## src/rtl/exe_decode_stage.sv

```systemverilog
// exe_decode_stage: decodes a micro-op into resolved ALU operands, branch and
// jump controls, and holds it in a two-entry skid buffer (output register plus
// skid register). The upstream ready is a plain register output.
// Micro-opcode encoding of in_uopc (6 bits):
//   0 lui, 1 auipc, 2 jal, 3 jalr, 4..9 beq bne blt bge bltu bgeu,
//   10..18 addi slti sltiu xori ori andi slli srli srai,
//   19..28 add sub sll slt sltu xoro srl sra oro ando; others are illegal.
// Optional feature macro: EXE_DECODE_PERF_EN adds perf_issued/perf_stall counters.
module exe_decode_stage #(
    parameter int XLEN  = 32,
    parameter int TAG_W = 6
) (
    input  logic             clk,
    input  logic             rst,
    input  logic             flush,
    input  logic             in_valid,
    output logic             in_ready,
    input  logic [5:0]       in_uopc,
    input  logic [TAG_W-1:0] in_tag,
    input  logic [XLEN-1:0]  in_pc,
    input  logic [XLEN-1:0]  in_rs1,
    input  logic [XLEN-1:0]  in_rs2,
    input  logic [XLEN-1:0]  in_imm,
    output logic             out_valid,
    input  logic             out_ready,
    output logic [TAG_W-1:0] out_tag,
    output logic [XLEN-1:0]  out_opa,
    output logic [XLEN-1:0]  out_opb,
    output logic [3:0]       out_alu_op,
    output logic             out_is_branch,
    output logic             out_is_jump,
    output logic             out_illegal,
    output logic [2:0]       out_br_cond,
    output logic [XLEN-1:0]  out_jump_base
`ifdef EXE_DECODE_PERF_EN
    ,
    output logic [31:0]      perf_issued,
    output logic [31:0]      perf_stall
`endif
);

    typedef enum logic [5:0] {
        UOP_LUI  = 6'd0,  UOP_AUIPC = 6'd1,  UOP_JAL  = 6'd2,  UOP_JALR  = 6'd3,
        UOP_BEQ  = 6'd4,  UOP_BNE   = 6'd5,  UOP_BLT  = 6'd6,  UOP_BGE   = 6'd7,
        UOP_BLTU = 6'd8,  UOP_BGEU  = 6'd9,
        UOP_ADDI = 6'd10, UOP_SLTI  = 6'd11, UOP_SLTIU = 6'd12, UOP_XORI = 6'd13,
        UOP_ORI  = 6'd14, UOP_ANDI  = 6'd15, UOP_SLLI = 6'd16, UOP_SRLI  = 6'd17,
        UOP_SRAI = 6'd18,
        UOP_ADD  = 6'd19, UOP_SUB   = 6'd20, UOP_SLL  = 6'd21, UOP_SLT   = 6'd22,
        UOP_SLTU = 6'd23, UOP_XORO  = 6'd24, UOP_SRL  = 6'd25, UOP_SRA   = 6'd26,
        UOP_ORO  = 6'd27, UOP_ANDO  = 6'd28
    } uopc_e;

    typedef enum logic [3:0] {
        ALU_ADD = 4'd0, ALU_SUB = 4'd1, ALU_SLL = 4'd2, ALU_SLT = 4'd3,
        ALU_SLTU = 4'd4, ALU_XOR = 4'd5, ALU_SRL = 4'd6, ALU_SRA = 4'd7,
        ALU_OR = 4'd8, ALU_AND = 4'd9, ALU_PASSB = 4'd10
    } alu_op_e;

    typedef struct packed {
        logic [TAG_W-1:0] tag;
        logic [XLEN-1:0]  opa;
        logic [XLEN-1:0]  opb;
        logic [3:0]       alu_op;
        logic             is_branch;
        logic             is_jump;
        logic             illegal;
        logic [2:0]       br_cond;
        logic [XLEN-1:0]  jump_base;
    } uop_t;

    // ALU operation shared by the immediate and register forms of each op
    function automatic alu_op_e alu_of(input uopc_e u);
        case (u)
            UOP_SUB:              return ALU_SUB;
            UOP_SLLI, UOP_SLL:    return ALU_SLL;
            UOP_SLTI, UOP_SLT:    return ALU_SLT;
            UOP_SLTIU, UOP_SLTU:  return ALU_SLTU;
            UOP_XORI, UOP_XORO:   return ALU_XOR;
            UOP_SRLI, UOP_SRL:    return ALU_SRL;
            UOP_SRAI, UOP_SRA:    return ALU_SRA;
            UOP_ORI, UOP_ORO:     return ALU_OR;
            UOP_ANDI, UOP_ANDO:   return ALU_AND;
            default:              return ALU_ADD;
        endcase
    endfunction

    function automatic logic [2:0] br_cond_of(input uopc_e u);
        case (u)
            UOP_BNE:  return 3'd1;
            UOP_BLT:  return 3'd4;
            UOP_BGE:  return 3'd5;
            UOP_BLTU: return 3'd6;
            UOP_BGEU: return 3'd7;
            default:  return 3'd0;
        endcase
    endfunction

    uopc_e uopc;
    uop_t  dec;
    uop_t  out_q, out_d, skid_q, skid_d;
    logic  out_valid_q, out_valid_d, skid_valid_q, skid_valid_d;
    logic  in_fire;

    assign uopc    = uopc_e'(in_uopc);
    assign in_fire = in_valid && in_ready;

    // Decode the incoming uop into resolved operands and control fields
    always_comb begin
        dec        = '0;
        dec.tag    = in_tag;
        dec.alu_op = ALU_ADD;
        case (uopc)
            UOP_LUI: begin
                dec.alu_op = ALU_PASSB;
                dec.opb    = in_imm;
            end
            UOP_AUIPC: begin
                dec.opa = in_pc;
                dec.opb = in_imm;
            end
            UOP_JAL, UOP_JALR: begin
                dec.opa       = in_pc;
                dec.opb       = XLEN'(4);
                dec.is_jump   = 1'b1;
                dec.jump_base = (uopc == UOP_JAL) ? in_pc : in_rs1;
            end
            UOP_BEQ, UOP_BNE, UOP_BLT, UOP_BGE, UOP_BLTU, UOP_BGEU: begin
                dec.alu_op    = ALU_SUB;
                dec.opa       = in_rs1;
                dec.opb       = in_rs2;
                dec.is_branch = 1'b1;
                dec.br_cond   = br_cond_of(uopc);
            end
            UOP_ADDI, UOP_SLTI, UOP_SLTIU, UOP_XORI, UOP_ORI, UOP_ANDI: begin
                dec.alu_op = alu_of(uopc);
                dec.opa    = in_rs1;
                dec.opb    = in_imm;
            end
            UOP_SLLI, UOP_SRLI, UOP_SRAI: begin
                dec.alu_op = alu_of(uopc);
                dec.opa    = in_rs1;
                dec.opb    = {{(XLEN-5){1'b0}}, in_imm[4:0]};
            end
            UOP_ADD, UOP_SUB, UOP_SLL, UOP_SLT, UOP_SLTU,
            UOP_XORO, UOP_SRL, UOP_SRA, UOP_ORO, UOP_ANDO: begin
                dec.alu_op = alu_of(uopc);
                dec.opa    = in_rs1;
                dec.opb    = in_rs2;
            end
            default: begin
                dec.illegal = 1'b1;
            end
        endcase
    end

    // Skid-buffer control: refill the output from skid first so order is kept
    always_comb begin
        out_valid_d  = out_valid_q;
        out_d        = out_q;
        skid_valid_d = skid_valid_q;
        skid_d       = skid_q;
        if (flush) begin
            out_valid_d  = 1'b0;
            skid_valid_d = 1'b0;
        end else if (!out_valid_q || out_ready) begin
            if (skid_valid_q) begin
                out_d        = skid_q;
                out_valid_d  = 1'b1;
                skid_valid_d = 1'b0;
            end else if (in_fire) begin
                out_d       = dec;
                out_valid_d = 1'b1;
            end else begin
                out_valid_d = 1'b0;
            end
        end else if (in_fire) begin
            skid_d       = dec;
            skid_valid_d = 1'b1;
        end
    end

    // Pipeline state registers with synchronous reset
    always_ff @(posedge clk) begin
        if (rst) begin
            out_valid_q  <= 1'b0;
            skid_valid_q <= 1'b0;
            out_q        <= '0;
            skid_q       <= '0;
        end else begin
            out_valid_q  <= out_valid_d;
            skid_valid_q <= skid_valid_d;
            out_q        <= out_d;
            skid_q       <= skid_d;
        end
    end

    assign in_ready      = !skid_valid_q;
    assign out_valid     = out_valid_q;
    assign out_tag       = out_q.tag;
    assign out_opa       = out_q.opa;
    assign out_opb       = out_q.opb;
    assign out_alu_op    = out_q.alu_op;
    assign out_is_branch = out_q.is_branch;
    assign out_is_jump   = out_q.is_jump;
    assign out_illegal   = out_q.illegal;
    assign out_br_cond   = out_q.br_cond;
    assign out_jump_base = out_q.jump_base;

`ifdef EXE_DECODE_PERF_EN
    logic [31:0] perf_issued_q, perf_issued_d, perf_stall_q, perf_stall_d;

    // Count output handshakes and stalled cycles; flush leaves them alone
    always_comb begin
        perf_issued_d = perf_issued_q + 32'(out_valid_q && out_ready);
        perf_stall_d  = perf_stall_q + 32'(out_valid_q && !out_ready);
    end

    // Counter registers, cleared only by reset
    always_ff @(posedge clk) begin
        if (rst) begin
            perf_issued_q <= '0;
            perf_stall_q  <= '0;
        end else begin
            perf_issued_q <= perf_issued_d;
            perf_stall_q  <= perf_stall_d;
        end
    end

    assign perf_issued = perf_issued_q;
    assign perf_stall  = perf_stall_q;
`endif

endmodule

```

## config.mk

```make
export PLATFORM = sky130hd
export DESIGN_NAME = exe_decode_stage
export DESIGN_NICKNAME = d
export VERILOG_FILES = /design/src/rtl/exe_decode_stage.sv
export SDC_FILE = /design/constraint.sdc
export NUM_CORES = 1
export LEC_CHECK = 0
export BUFFER_PORTS_ARGS = -buffer_cell sky130_fd_sc_hd__buf_2
export CAP_MARGIN = 20
export CELL_PAD_IN_SITES_DETAIL_PLACEMENT = 0
export CELL_PAD_IN_SITES_GLOBAL_PLACEMENT = 2
export CORE_ASPECT_RATIO = 0.7
export CORE_MARGIN = 2
export CORE_UTILIZATION = 28
export CTS_CLUSTER_DIAMETER = 40
export DETAILED_ROUTE_END_ITERATION = 7
export GPL_TIMING_DRIVEN = 0
export PLACE_DENSITY = 0.79
export SYNTH_ARGS = -nofsm -noshare
export SYNTH_HDL_FRONTEND = slang
export SYNTH_SLANG_ARGS = --single-unit
```

## constraint.sdc

```tcl
create_clock -name clk -period 2.1 [get_ports clk]
set_input_delay 0.21 -clock clk [delete_from_list [all_inputs] [get_ports clk]]
set_output_delay 0.21 -clock clk [all_outputs]
set_load 0.01 [all_outputs]
```

==> results of run 1 <==
-- registers in the layout (all words and copies together) (netlist names), 3 cells and up --
signal	cells
out_alu_op	4
out_br_cond	3
out_jump_base	32
out_opa	32
out_opb	32
out_tag	6
skid_q	112
-- per-stage QoR --
step	cells	TNS [ns]	hold WS, ns	utilization
after detailed placement	2129	-142.50	0.438	0.335
after global routing	2262	-0.00290	0.0157	0.394
after CTS	2253	-0.0142	0.00136	0.387
final	2262	0	0.00941	0.394
after floorplan	1347	-0.0221	0.288	-
after global placement	2129	-142.39	0.433	0.335
-- cells in the final DEF (no fill, tap or decap), types with 7 or more instances in the layout --
cell type                       Yosys  final
sky130_fd_sc_hd__clkbuf_16          0     35
sky130_fd_sc_hd__o21ai_1           17     19
sky130_fd_sc_hd__nand2_1          129    129
sky130_fd_sc_hd__a21oi_1           47     47
sky130_fd_sc_hd__nor3_1            39     37
sky130_fd_sc_hd__a211oi_2           0     13
sky130_fd_sc_hd__nor4b_2            0     21
sky130_fd_sc_hd__nor4b_1           32      7
sky130_fd_sc_hd__clkbuf_4           0      7
sky130_fd_sc_hd__dfxtp_1          226    225
sky130_fd_sc_hd__mux2i_1            7      7
sky130_fd_sc_hd__nor2_1           153    151
sky130_fd_sc_hd__diode_2            0      7
sky130_fd_sc_hd__nand3_1           35     33
sky130_fd_sc_hd__o21ai_0          124    122
sky130_fd_sc_hd__o31ai_1           33     33
sky130_fd_sc_hd__clkbuf_2           3     46
sky130_fd_sc_hd__inv_6              0      7
sky130_fd_sc_hd__dlygate4sd3_1      0     59
sky130_fd_sc_hd__buf_2             14    270
sky130_fd_sc_hd__clkbuf_1         119     64
sky130_fd_sc_hd__buf_4              4     14
sky130_fd_sc_hd__a211oi_1         143    129
sky130_fd_sc_hd__or3_1             32     31
sky130_fd_sc_hd__a311oi_1          86     86
sky130_fd_sc_hd__nand2_2           18     17
-- synthesized netlist by cell type (all sizes together), types with 33 or more instances --
| master | number |
|---|---|
| a311oi | 90 |
| o21ai | 141 |
| dfxtp | 226 |
| nand2 | 147 |
| nor3 | 39 |
| clkbuf | 122 |
| o31ai | 33 |
| a211oi | 143 |
| a21oi | 47 |
| nor2 | 153 |
| nand3 | 35 |
-- kinds of logic (layout without fill, tap and decap cells) --
logic type / Yosys count / after routing / share of synthesized area
other cells: 0 / 7 / 0
fa+ha+maj: 5 / 5 / 0.00571
simple gates: 468 / 468 / 0.206
xor+xnor: 1 / 1 / 0.000800
compound gates: 485 / 485 / 0.306
flops: 226 / 226 / 0.413
buf+inv: 153 / 534 / 0.0602
mux: 9 / 9 / 0.00846
-- metal layers --
metal / share of wire / vias up / track usage
met5: 0 / - / 0
met4: 0.030 / 0 / 0.0829
met1: 0.48 / 5956 / 0.357
met3: 0.071 / 91 / 0.0423
li1: - / 5789 / -
met2: 0.42 / 477 / 0.343
-- final cells by class --
class,count,area [um2]
buffer,147,773
antenna,7,17.5
timing repair buffer,320,1910
multi-input combinational,968,6120
clock inverter,21,239
clock buffer,41,918
fill,4004,23300
inverter,5,18.8
tap,527,659
sequential,226,4530
-- power by group through the flow --
stage / logic [W] / registers (W) / clock network [W]
detailed placement: 0.00137 / 0.00458 / 0
global placement: 0.00137 / 0.00458 / 0
finish: 0.00158 / 0.00449 / 0.00586
floorplan: 0.000684 / 0.00462 / 0
CTS: 0.00151 / 0.00449 / 0.00592
global route: 0.00171 / 0.00451 / 0.00611
-- worst max-delay path, stage by stage (launching register included) --
cell                       delay [ns]
sky130_fd_sc_hd__dfxtp_2         0.37
sky130_fd_sc_hd__inv_2           0.16
sky130_fd_sc_hd__clkbuf_8        0.20
sky130_fd_sc_hd__clkbuf_8        0.21
sky130_fd_sc_hd__clkbuf_8        0.22
sky130_fd_sc_hd__buf_2           0.15
-- timing repair --
action                                 4_1_cts  5_1_grt
gates resized for setup                     77      102
buffers inserted                             4        2
pin swaps                                    3        3
hold buffers                                59        0
setup endpoints to repair                  225      189
endpoints found under the hold margin       61        0
cloned                                       0        0
-- final timing paths --
| check | startpoint | endpoint | slack (ns) | cells after the start |
|---|---|---|---|---|
| setup / recovery | skid_valid_q | in_ready | 0.05 | 5 |
| setup reg to reg | out_valid | out_jump_base[27] | 0.07 | 6 |
| hold / removal | in_rs1[2] | skid_q[76] | 0.009 | 3 |
| hold reg to reg | out_opa[9] | out_opa[9] | 0.45 | 2 |
==> qor_table.md, run 1 <==
| Item | This run | Unit |
|:---|:---|:---|
| Number of buffers inserted during clock tree synthesis | 35 | - |
| Number of endpoints with negative hold slack in the final report | 0 | - |
| Maximum root-to-sink buffer count | 3 | - |
| Die Y | 169 | um |
| Part of the power in registers | 0.377 | - |
| Count of routing violations after the opening detailed-route iteration | 1054 | - |
| Syn Nets | 1497 | - |
| Number of enable flip-flop cells after synthesis | 0 | - |
| Pin count of the biggest net entering global routing | 14 | - |
| Post-DR wirelength/cell | 22.1 | um |
| Quantity of I/O buffers inserted on ports | 255 | - |
| Post-route ant nets | 0 | - |
| Clock-pin slew reported for the worst setup and hold paths after clock tree synthesis | 0.05 | ns |
| Initial cell density of the core | 0.284 | - |
| Synthesized cell area | 10900 | um2 |
| Number of vias per cell | 5.44 | - |
| Final Wtd Congestion | 0.975 | - |
| Number of max-capacitance violations reported | 0 | - |
| Final Max Tran Viols | 0 | - |
| Proportion of synthesized chip area in sequential cells | 0.413 | - |
| Element type at the critical path end | output pin | - |
| Async S/R FF share, synth | 0 | - |
| Share of the synthesized area in the top cell type | 0.413 | - |
| Critical path required time | 1.89 | ns |
| Detailed-routing iteration count for the pre-antenna-repair pass | 5 | - |
| Dominant cells by area after synthesis | sky130_fd_sc_hd__dfxtp_1 (41%), sky130_fd_sc_hd__a211oi_1 (9.8%), sky130_fd_sc_hd__a311oi_1 (6.9%) | - |
| Clock sink count | 226 | - |
| Most frequently used flop master after synthesis | sky130_fd_sc_hd__dfxtp_1 | - |
| Post-synthesis instance total | 1347 | - |
| Avg Inst Size Synth | 8.13 | um2 |
| Global Route Usage Sum | 0.240 | - |
| Post-synthesis to final-layout area growth | 38.7 | % |
| Total placed instance area | 12900 | um2 |
| Row Count | 60 | - |
| Critical setup path kind | reg2out | - |
| Hold crit path type | in2reg | - |
| Wire length of the first global-routing pass | 74100 | um |
| GRT Residual Overflow | 0 | - |
| Later-pin clock latency in the skew report | 0.52 | ns |
| Run status | complete, no violations | - |
| Core area | 38500 | um2 |
| Share of total power in the clock network | 0.491 | - |
| Worst ir drop on vdd | 0.442 | mV |
| Crit path launch type | flip-flop | - |
| Deepest level of the CTS H-tree | 2 | - |
| Synth Register Bits | 226 | - |
| Number of distinct standard cells referenced by the synthesized netlist | 56 | - |
| Number of global-route vias before repair | 11700 | - |
| Transition time of the tightest slew-check pin | 0.854 | ns |
| Switch Pwr | 0.00333 | W |
| Fraction of power spent switching nets | 0.279 | - |
| Total routed wirelength | 49900 | um |
| Final #Nets | 1853 | - |
| CTS tree | done | - |
| Final HPWL from detailed placement | 37700 | um |
| Share of total power in combinational logic | 0.132 | - |
| Final critical-path setup slack | 0.0452 | ns |
| Cell Pwr Density | 786 | nW/um2 |
| Die footprint | 40700 | um2 |
| Highest attainable clock frequency | 487 | MHz |
| Final design area excluding fillers | 15200 | um2 |
| Post-synthesis cell type with the largest combined area | sky130_fd_sc_hd__dfxtp_1 | - |
| DRC Markers | 0 | - |
| Tmin final | 2.05 | ns |
| Worst Skew | 0.0114 | ns |
| Synthesis Warnings | 0 | - |
| Fraction of the cycle the final worst path needs | 0.978 | - |
| Num ports | 259 | - |
| CP Max Fanout | 10 | - |
| Routed vias | 12300 | - |
| Setup violations, final | 0 | - |
| Internal power of the cells | 0.00860 | W |
| Width of the die | 240 | um |
| Antenna violations before repair | 7 | - |
| Standby leakage power | 5.53 | nW |
| Library cell used as clock root buffer | sky130_fd_sc_hd__clkbuf_16 | - |
| Worst Path Arrival | 1.84 | ns |
| Worst slack after detailed placement | -1.09 | ns |
| Max transition margin | 0.431 | - |
| Total power | 0.0119 | W |
| Share of final-layout standard cells stronger than drive strength 1 | 0.284 | - |
(Power assumes the default switching activity.)
==> inputs of run 2 (changes only) <==
Settings changed: BUFFER_PORTS_ARGS -buffer_cell sky130_fd_sc_hd__buf_2 to -buffer_cell sky130_fd_sc_hd__buf_4.
==> run 2 against run 1 <==
Compared with the run above:
- first-iteration DRC count decreased by 1.6%
- largest power group unchanged
- sequential power about the same
- combinational power increased by 11%
- via count increased by 1.5%
- critical path type is now in2reg
- final cell count increased by 1.4%
- count of clock-buffer cells in the layout increased by 2
==> qor_table.md, run 2 (synthesized netlist as in run 1, its figures left out) <==
| Item | This run | Unit | vs previous |
|:---|:---|:---|:---|
| Run status | complete, no violations | - |  |
| Flip-flop count of the largest register after layout | 112 | - | unchanged |
| Final HPWL from detailed placement | 38300 | um | +1.5% |
| Element type at the critical path end | flip-flop | - |  |
| Final Max Tran Viols | 0 | - | unchanged |
| Total power | 0.0126 | W | +5.5% |
| Num ports | 259 | - | unchanged |
| Width of the die | 240 | um | unchanged |
| GRT Residual Overflow | 0 | - | unchanged |
| Number of max-capacitance violations reported | 0 | - | unchanged |
| Largest Register | skid_q | - |  |
| Deepest level of the CTS H-tree | 2 | - | unchanged |
| Number of buffers inserted during clock tree synthesis | 37 | - | +5.7% |
| CTS tree | done | - |  |
| Flop2flop setup slack | 0.08 | ns | about the same |
| CP Max Fanout | 10 | - | unchanged |
| Commonest cells after routing, fill and taps aside | sky130_fd_sc_hd__buf_4 (262), sky130_fd_sc_hd__dfxtp_1 (225), sky130_fd_sc_hd__nor2_1 (152) | - |  |
| Max transition margin | 0.389 | - | -0.0419 |
| Highest attainable clock frequency | 479 | MHz | -1.6% |
| Most common library cell in the layout ignoring fill and taps | sky130_fd_sc_hd__buf_4 | - |  |
| Post-route ant nets | 0 | - | unchanged |
| Setup violations, final | 0 | - | unchanged |
| Setup repair after global routing missed its margin | true | - |  |
| Final setup TNS | 0 | ns | unchanged |
| Number of global-route vias before repair | 12100 | - | +3.3% |
| Worst Path Arrival | 2.50 | ns | +0.66 ns |
| Post-DR wirelength/cell | 22.4 | um | +1.5% |
| Number of vias per cell | 5.45 | - | +0.15% |
| Share of final-layout standard cells stronger than drive strength 1 | 0.267 | - | -0.0167 |
| Crit path launch type | input pin | - |  |
| Pin count of the biggest net entering global routing | 14 | - | unchanged |
| Core area | 38500 | um2 | unchanged |
| Worst ir drop on vdd | 0.479 | mV | +8.4% |
| Transition time of the tightest slew-check pin | 0.917 | ns | +0.0629 ns |
| Total placed instance area | 13500 | um2 | +4.9% |
| Met3 routed WL | 3760 | um | +5.8% |
| Final #Nets | 1888 | - | +1.9% |
| Later-pin clock latency in the skew report | 0.53 | ns | about the same |
| Antenna violations before repair | 1 | - | -6 |
| Wire length of the first global-routing pass | 75500 | um | +2.0% |
| Final Wtd Congestion | 0.911 | - | -6.6% |
| Standby leakage power | 5.78 | nW | +4.5% |
| Critical path required time | 2.52 | ns | +0.63 ns |
| Final design area excluding fillers | 16200 | um2 | +6.4% |
| Tmin final | 2.09 | ns | +0.0340 ns |
| Detailed-routing iteration count for the pre-antenna-repair pass | 5 | - | unchanged |
| Cell Pwr Density | 780 | nW/um2 | -0.79% |
| Initial cell density of the core | 0.284 | - | unchanged |
| Wire length on met2 | 21100 | um | +0.70% |
| Post-synthesis to final-layout area growth | 47.5 | % |  |
| Row Count | 60 | - | unchanged |
| Quantity of I/O buffers inserted on ports | 255 | - | unchanged |
| Number of endpoints with negative hold slack in the final report | 0 | - | unchanged |
| Worst Skew | 0.00946 | ns | -0.00194 ns |
| Clock sink count | 226 | - | unchanged |
| Hold crit path type | in2reg | - |  |
| DRC Markers | 0 | - | unchanged |
| Die Y | 169 | um | unchanged |
| Count of routing violations after the opening detailed-route iteration | 1037 | - | -1.6% |
| Clock-pin slew reported for the worst setup and hold paths after clock tree synthesis | 0.05 | ns | about the same |
| Library cell used as clock root buffer | sky130_fd_sc_hd__clkbuf_16 | - |  |
| Routed met1 length | 24800 | um | +3.4% |
| Routed vias | 12500 | - | +1.5% |
| Total routed wirelength | 51400 | um | +2.8% |
| Global Route Usage Sum | 0.244 | - | +0.00470 |
| Fraction of the cycle the final worst path needs | 0.995 | - | +0.0162 |
| Maximum root-to-sink buffer count | 3 | - | unchanged |
| Die footprint | 40700 | um2 | unchanged |
| Uppermost metal layer occupied by signal nets | met4 | - |  |
| Critical setup path kind | in2reg | - |  |
==> run 2: changes by cell type in the layout (fill, tap and decap cells not counted), sizes merged, moves of 3 or more <==
cell | before | now
diode | 7 | 1
inv | 14 | 10
buf | 291 | 288
clkinv | 7 | 11
dlygate4sd3 | 59 | 96
==> run 2: layout make-up <==
cell class,instances,area [um2]
Inverter,5,18.8
Tap cell,527,659
Clock buffer,43,998
Timing Repair Buffer,354,2900
Multi-Input combinational cell,968,6010
Antenna cell,1,2.50
Clock inverter,23,282
Sequential cell,226,4530
Buffer,146,754
Fill cell,3964,22400
==> run 2: per-stage QoR <==
stage | utilization | cells | hold WS (ns) | setup slack (ns)
final | 0.419 | 2293 | 0.0199 | 0.0111
after global routing | 0.419 | 2293 | 0.0184 | -0.0674
after CTS | 0.414 | 2293 | 0.0000315 | -0.0428
after detailed placement | 0.351 | 2129 | 0.430 | -1.15
after global placement | 0.351 | 2129 | 0.422 | -1.17
after floorplan | - | 1347 | 0.288 | -0.00114
==> run 2: path summary, 6_finish.rpt <==
kind / startpoint / end / cells past startpoint
max: in_uopc[0] / out_opa[29] / 11
min: in_imm[7] / out_opb[7] / 3
max reg2reg: skid_valid_q / out_opa[26] / 6
min reg2reg: skid_q[107] / skid_q[107] / 2
==> run 2: timing repair <==
action / in CTS / in global routing
hold buffers: 96 / 0
endpoints found under the hold margin: 85 / 0
resized for setup: 63 / 75
pin swaps: 1 / 2
setup buffers: 3 / 0
setup endpoints to repair: 225 / 173
cloned: 0 / 0
==> run 2: report_power, final <==
group | switching [W] | internal (W) | leakage [nW]
Combinational | 0.000992 | 0.000761 | 3.32
Sequential | 0.0000769 | 0.00442 | 1.84
Clock | 0.00239 | 0.00395 | 0.626
==> run 2: critical path, cell delays in order <==
cell	delay, ns
sky130_fd_sc_hd__buf_4	0.12
sky130_fd_sc_hd__inv_1	0.06
sky130_fd_sc_hd__ha_1	0.26
sky130_fd_sc_hd__clkbuf_4	0.22
sky130_fd_sc_hd__or2_2	0.36
sky130_fd_sc_hd__a32oi_2	0.22
sky130_fd_sc_hd__o22ai_4	0.15
sky130_fd_sc_hd__clkbuf_8	0.22
sky130_fd_sc_hd__clkbuf_2	0.22
sky130_fd_sc_hd__nor4b_1	0.35
sky130_fd_sc_hd__o31ai_1	0.10
==> run 2: metal layers <==
metal  track usage  vias to the layer above
li1              -                     5859
met1         0.364                     6061
met2         0.343                      480
met3        0.0490                      101
met4        0.0870                        0
met5             0                        -
==> inputs of run 3 (changes only) <==
Settings changed: CORE_UTILIZATION 28 to 29, CTS_BUF_LIST set to sky130_fd_sc_hd__clkbuf_4 sky130_fd_sc_hd__clkbuf_8, PLACE_DENSITY 0.79 to 0.81.
==> run 3 against run 2 <==
Compared with the run above:
- sequential power about the same
- flip-flop and latch count unchanged
- largest cell class unchanged
- routed wire length increased by 1.4%
- non-clock buffer count increased by 40
- largest power group is now sequential cells
- critical path depth decreased by 1
- design area decreased by 0.50%
- die area decreased by 3.4%
- sequential share of layout area increased by 0.16 points
- hold slack improved by 0.013 ns
- power decreased by 15%
- count of clock-buffer cells in the layout increased by 15
==> qor_table.md, run 3 (synthesized netlist as in run 1, its figures left out) <==
| Item | This run | Unit | vs previous |
|:---|:---|:---|:---|
| Run status | complete, no violations | - |  |
| Count of routing violations after the opening detailed-route iteration | 1071 | - | +3.3% |
| Switch Pwr | 0.00314 | W | -9.3% |
| Standby leakage power | 5.76 | nW | -0.26% |
| Number of max-capacitance violations reported | 0 | - | unchanged |
| Wire length on met2 | 21500 | um | +2.2% |
| Maximum root-to-sink buffer count | 3 | - | unchanged |
| Core area | 37200 | um2 | -3.4% |
| Global Route Usage Sum | 0.255 | - | +0.0107 |
| Worst Path Arrival | 2.51 | ns | about the same |
| Total routed wirelength | 52100 | um | +1.4% |
| Share of total power in the clock network | 0.414 | - | -0.089 |
| Final Max Tran Viols | 0 | - | unchanged |
| Part of the power in registers | 0.418 | - | +0.061 |
| Largest Register | skid_q | - |  |
| Wire length of the first global-routing pass | 77400 | um | +2.5% |
| Final standard cell count with taps included and fillers excluded | 2301 | - | +0.35% |
| Library cell used as clock root buffer | sky130_fd_sc_hd__clkbuf_8 | - |  |
| Final HPWL from detailed placement | 38000 | um | -0.62% |
| Tmin final | 2.06 | ns | -0.0285 ns |
| Setup repair after global routing missed its margin | true | - |  |
| Max transition margin | 0.402 | - | +0.0138 |
| DRC Markers | 0 | - | unchanged |
| Post-Place Cells | 2090 | - | -1.8% |
| Width of the die | 236 | um | -1.7% |
| Share of total power in combinational logic | 0.168 | - | +0.029 |
| Pin count of the biggest net entering global routing | 12 | - | -2 |
| Met3 routed WL | 3970 | um | +5.5% |
| Die footprint | 39300 | um2 | -3.4% |
| Detailed-routing iteration count for the pre-antenna-repair pass | 5 | - | unchanged |
| Cell Pwr Density | 670 | nW/um2 | -14% |
| Hold crit path type | in2reg | - |  |
| Most common library cell in the layout ignoring fill and taps | sky130_fd_sc_hd__buf_4 | - |  |
| Later-pin clock latency in the skew report | 0.60 | ns | +0.07 ns |
| Clock sink count | 226 | - | unchanged |
| Fraction of power spent switching nets | 0.291 | - | +0.0168 |
| Final #Nets | 1933 | - | +2.4% |
| Final Wtd Congestion | 0.930 | - | +2.1% |
| CP Max Fanout | 10 | - | unchanged |
| Transition time of the tightest slew-check pin | 0.896 | ns | -0.0206 ns |
| Initial cell density of the core | 0.294 | - | +0.00998 |
| Deepest level of the CTS H-tree | 2 | - | unchanged |
| Critical path required time | 2.55 | ns | +0.03 ns |
| Post-route ant nets | 0 | - | unchanged |
| Number of buffers inserted during clock tree synthesis | 42 | - | +14% |
| Worst ir drop on vdd | 0.381 | mV | -21% |
| Routed met1 length | 25000 | um | +0.85% |
| Internal power of the cells | 0.00763 | W | -17% |
| Crit path launch type | input pin | - |  |
| CTS tree | done | - |  |
| Die Y | 167 | um | -1.7% |
| Element type at the critical path end | flip-flop | - |  |
| Fraction of the cycle the final worst path needs | 0.981 | - | -0.0136 |
| Number of vias per cell | 5.52 | - | +1.2% |
| Commonest cells after routing, fill and taps aside | sky130_fd_sc_hd__buf_4 (261), sky130_fd_sc_hd__dfxtp_1 (225), sky130_fd_sc_hd__nor2_1 (151) | - |  |
| Highest attainable clock frequency | 485 | MHz | +1.4% |
| Flip-flop count of the largest register after layout | 112 | - | unchanged |
| Num ports | 259 | - | unchanged |
| Routed vias | 12700 | - | +1.5% |
| Final critical-path setup slack | 0.0396 | ns | +0.0285 ns |
| GRT Residual Overflow | 0 | - | unchanged |
| Critical setup path kind | in2reg | - |  |
| Antenna violations before repair | 1 | - | unchanged |
| Uppermost metal layer occupied by signal nets | met4 | - |  |
| Quantity of I/O buffers inserted on ports | 255 | - | unchanged |
| Post-synthesis to final-layout area growth | 46.8 | % |  |
| Clock-pin slew reported for the worst setup and hold paths after clock tree synthesis | 0.06 | ns | about the same |
| Worst Skew | 0.0345 | ns | +0.0250 ns |
| Number of global-route vias before repair | 12400 | - | +2.7% |
| Final setup TNS | 0 | ns | unchanged |
| Number of fillers in the final layout | 3802 | - | -4.1% |
| Row Count | 59 | - | -1.7% |
| Worst slack after detailed placement | -1.16 | ns | -0.0143 ns |
| Post-DR wirelength/cell | 22.6 | um | +1.1% |
| Number of endpoints with negative hold slack in the final report | 0 | - | unchanged |
| Share of final-layout standard cells stronger than drive strength 1 | 0.269 | - | +0.00189 |
| Setup violations, final | 0 | - | unchanged |
==> run 3: changes by cell type in the layout (fill, tap and decap cells not counted), moves of 4 or more <==
| cell | previous run | this run |
|---|---|---|
| sky130_fd_sc_hd__a211oi_2 | 12 | 16 |
| sky130_fd_sc_hd__dlygate4sd3_1 | 96 | 136 |
| sky130_fd_sc_hd__clkbuf_2 | 39 | 44 |
| sky130_fd_sc_hd__clkbuf_8 | 9 | 50 |
| sky130_fd_sc_hd__clkbuf_4 | 9 | 20 |
| sky130_fd_sc_hd__clkbuf_16 | 37 | 0 |
==> run 3: metrics by stage <==
step,cell area (um2),total power [W],hold WS [ns],util
after floorplan,11000,0.00531,0.288,-
after global placement,13500,0.00609,0.423,0.362
after detailed placement,13500,0.00610,0.426,0.362
after CTS,15900,0.0108,0.00169,0.426
after global routing,16100,0.0111,0.0311,0.432
final,16100,0.0108,0.0327,0.432
==> run 3: critical path, stage by stage <==
cell	delay, ns
sky130_fd_sc_hd__buf_4	0.12
sky130_fd_sc_hd__inv_1	0.06
sky130_fd_sc_hd__ha_1	0.25
sky130_fd_sc_hd__clkbuf_4	0.22
sky130_fd_sc_hd__or2_2	0.36
sky130_fd_sc_hd__a32oi_2	0.19
sky130_fd_sc_hd__o22ai_2	0.21
sky130_fd_sc_hd__clkbuf_2	0.28
sky130_fd_sc_hd__nor4b_1	0.47
sky130_fd_sc_hd__o31ai_1	0.11
==> run 3: final timing paths <==
path / cells past startpoint / slack, ns / to / start
worst min-delay path: 3 / 0.03 / out_opb[3] / in_rs2[3]
worst min register to register: 2 / 0.46 / out_opa[18] / out_opa[18]
worst max-delay path: 10 / 0.04 / out_opa[7] / in_uopc[0]
worst max register to register: 6 / 0.09 / out_jump_base[6] / out_valid
==> run 3: layer usage <==
layer	track usage	vias up
li1	-	5937
met1	0.375	6133
met2	0.369	515
met3	0.0529	107
met4	0.0820	0
met5	0	-
==> run 3: power groups by stage <==
stage / Combinational (W) / Clock (W) / Sequential (W)
2_1_floorplan: 0.000684 / 0 / 0.00462
5_1_grt: 0.00193 / 0.00469 / 0.00451
3_5_place_dp: 0.00151 / 0 / 0.00459
6_report: 0.00181 / 0.00445 / 0.00450
4_1_cts: 0.00174 / 0.00451 / 0.00450
3_3_place_gp: 0.00150 / 0 / 0.00459
==> run 3: what timing repair did <==
action | CTS | global route
pin swaps | 1 | 2
cloned | 0 | 0
gates resized for setup | 62 | 88
hold buffers | 136 | 0
setup buffers | 2 | 0
endpoints found under the hold margin | 111 | 0
setup endpoints to repair | 225 | 178
==> run 3: layout make-up <==
cell class,count,area [um2],area share
buffer,147,764,0.0476
tap,488,611,0.0380
sequential,226,4530,0.282
antenna,1,2.50,0.000156
multi-input combinational,968,6010,0.374
clock inverter,15,111,0.00693
timing repair buffer,393,3290,0.205
clock buffer,58,736,0.0458
inverter,5,21.3,0.00132
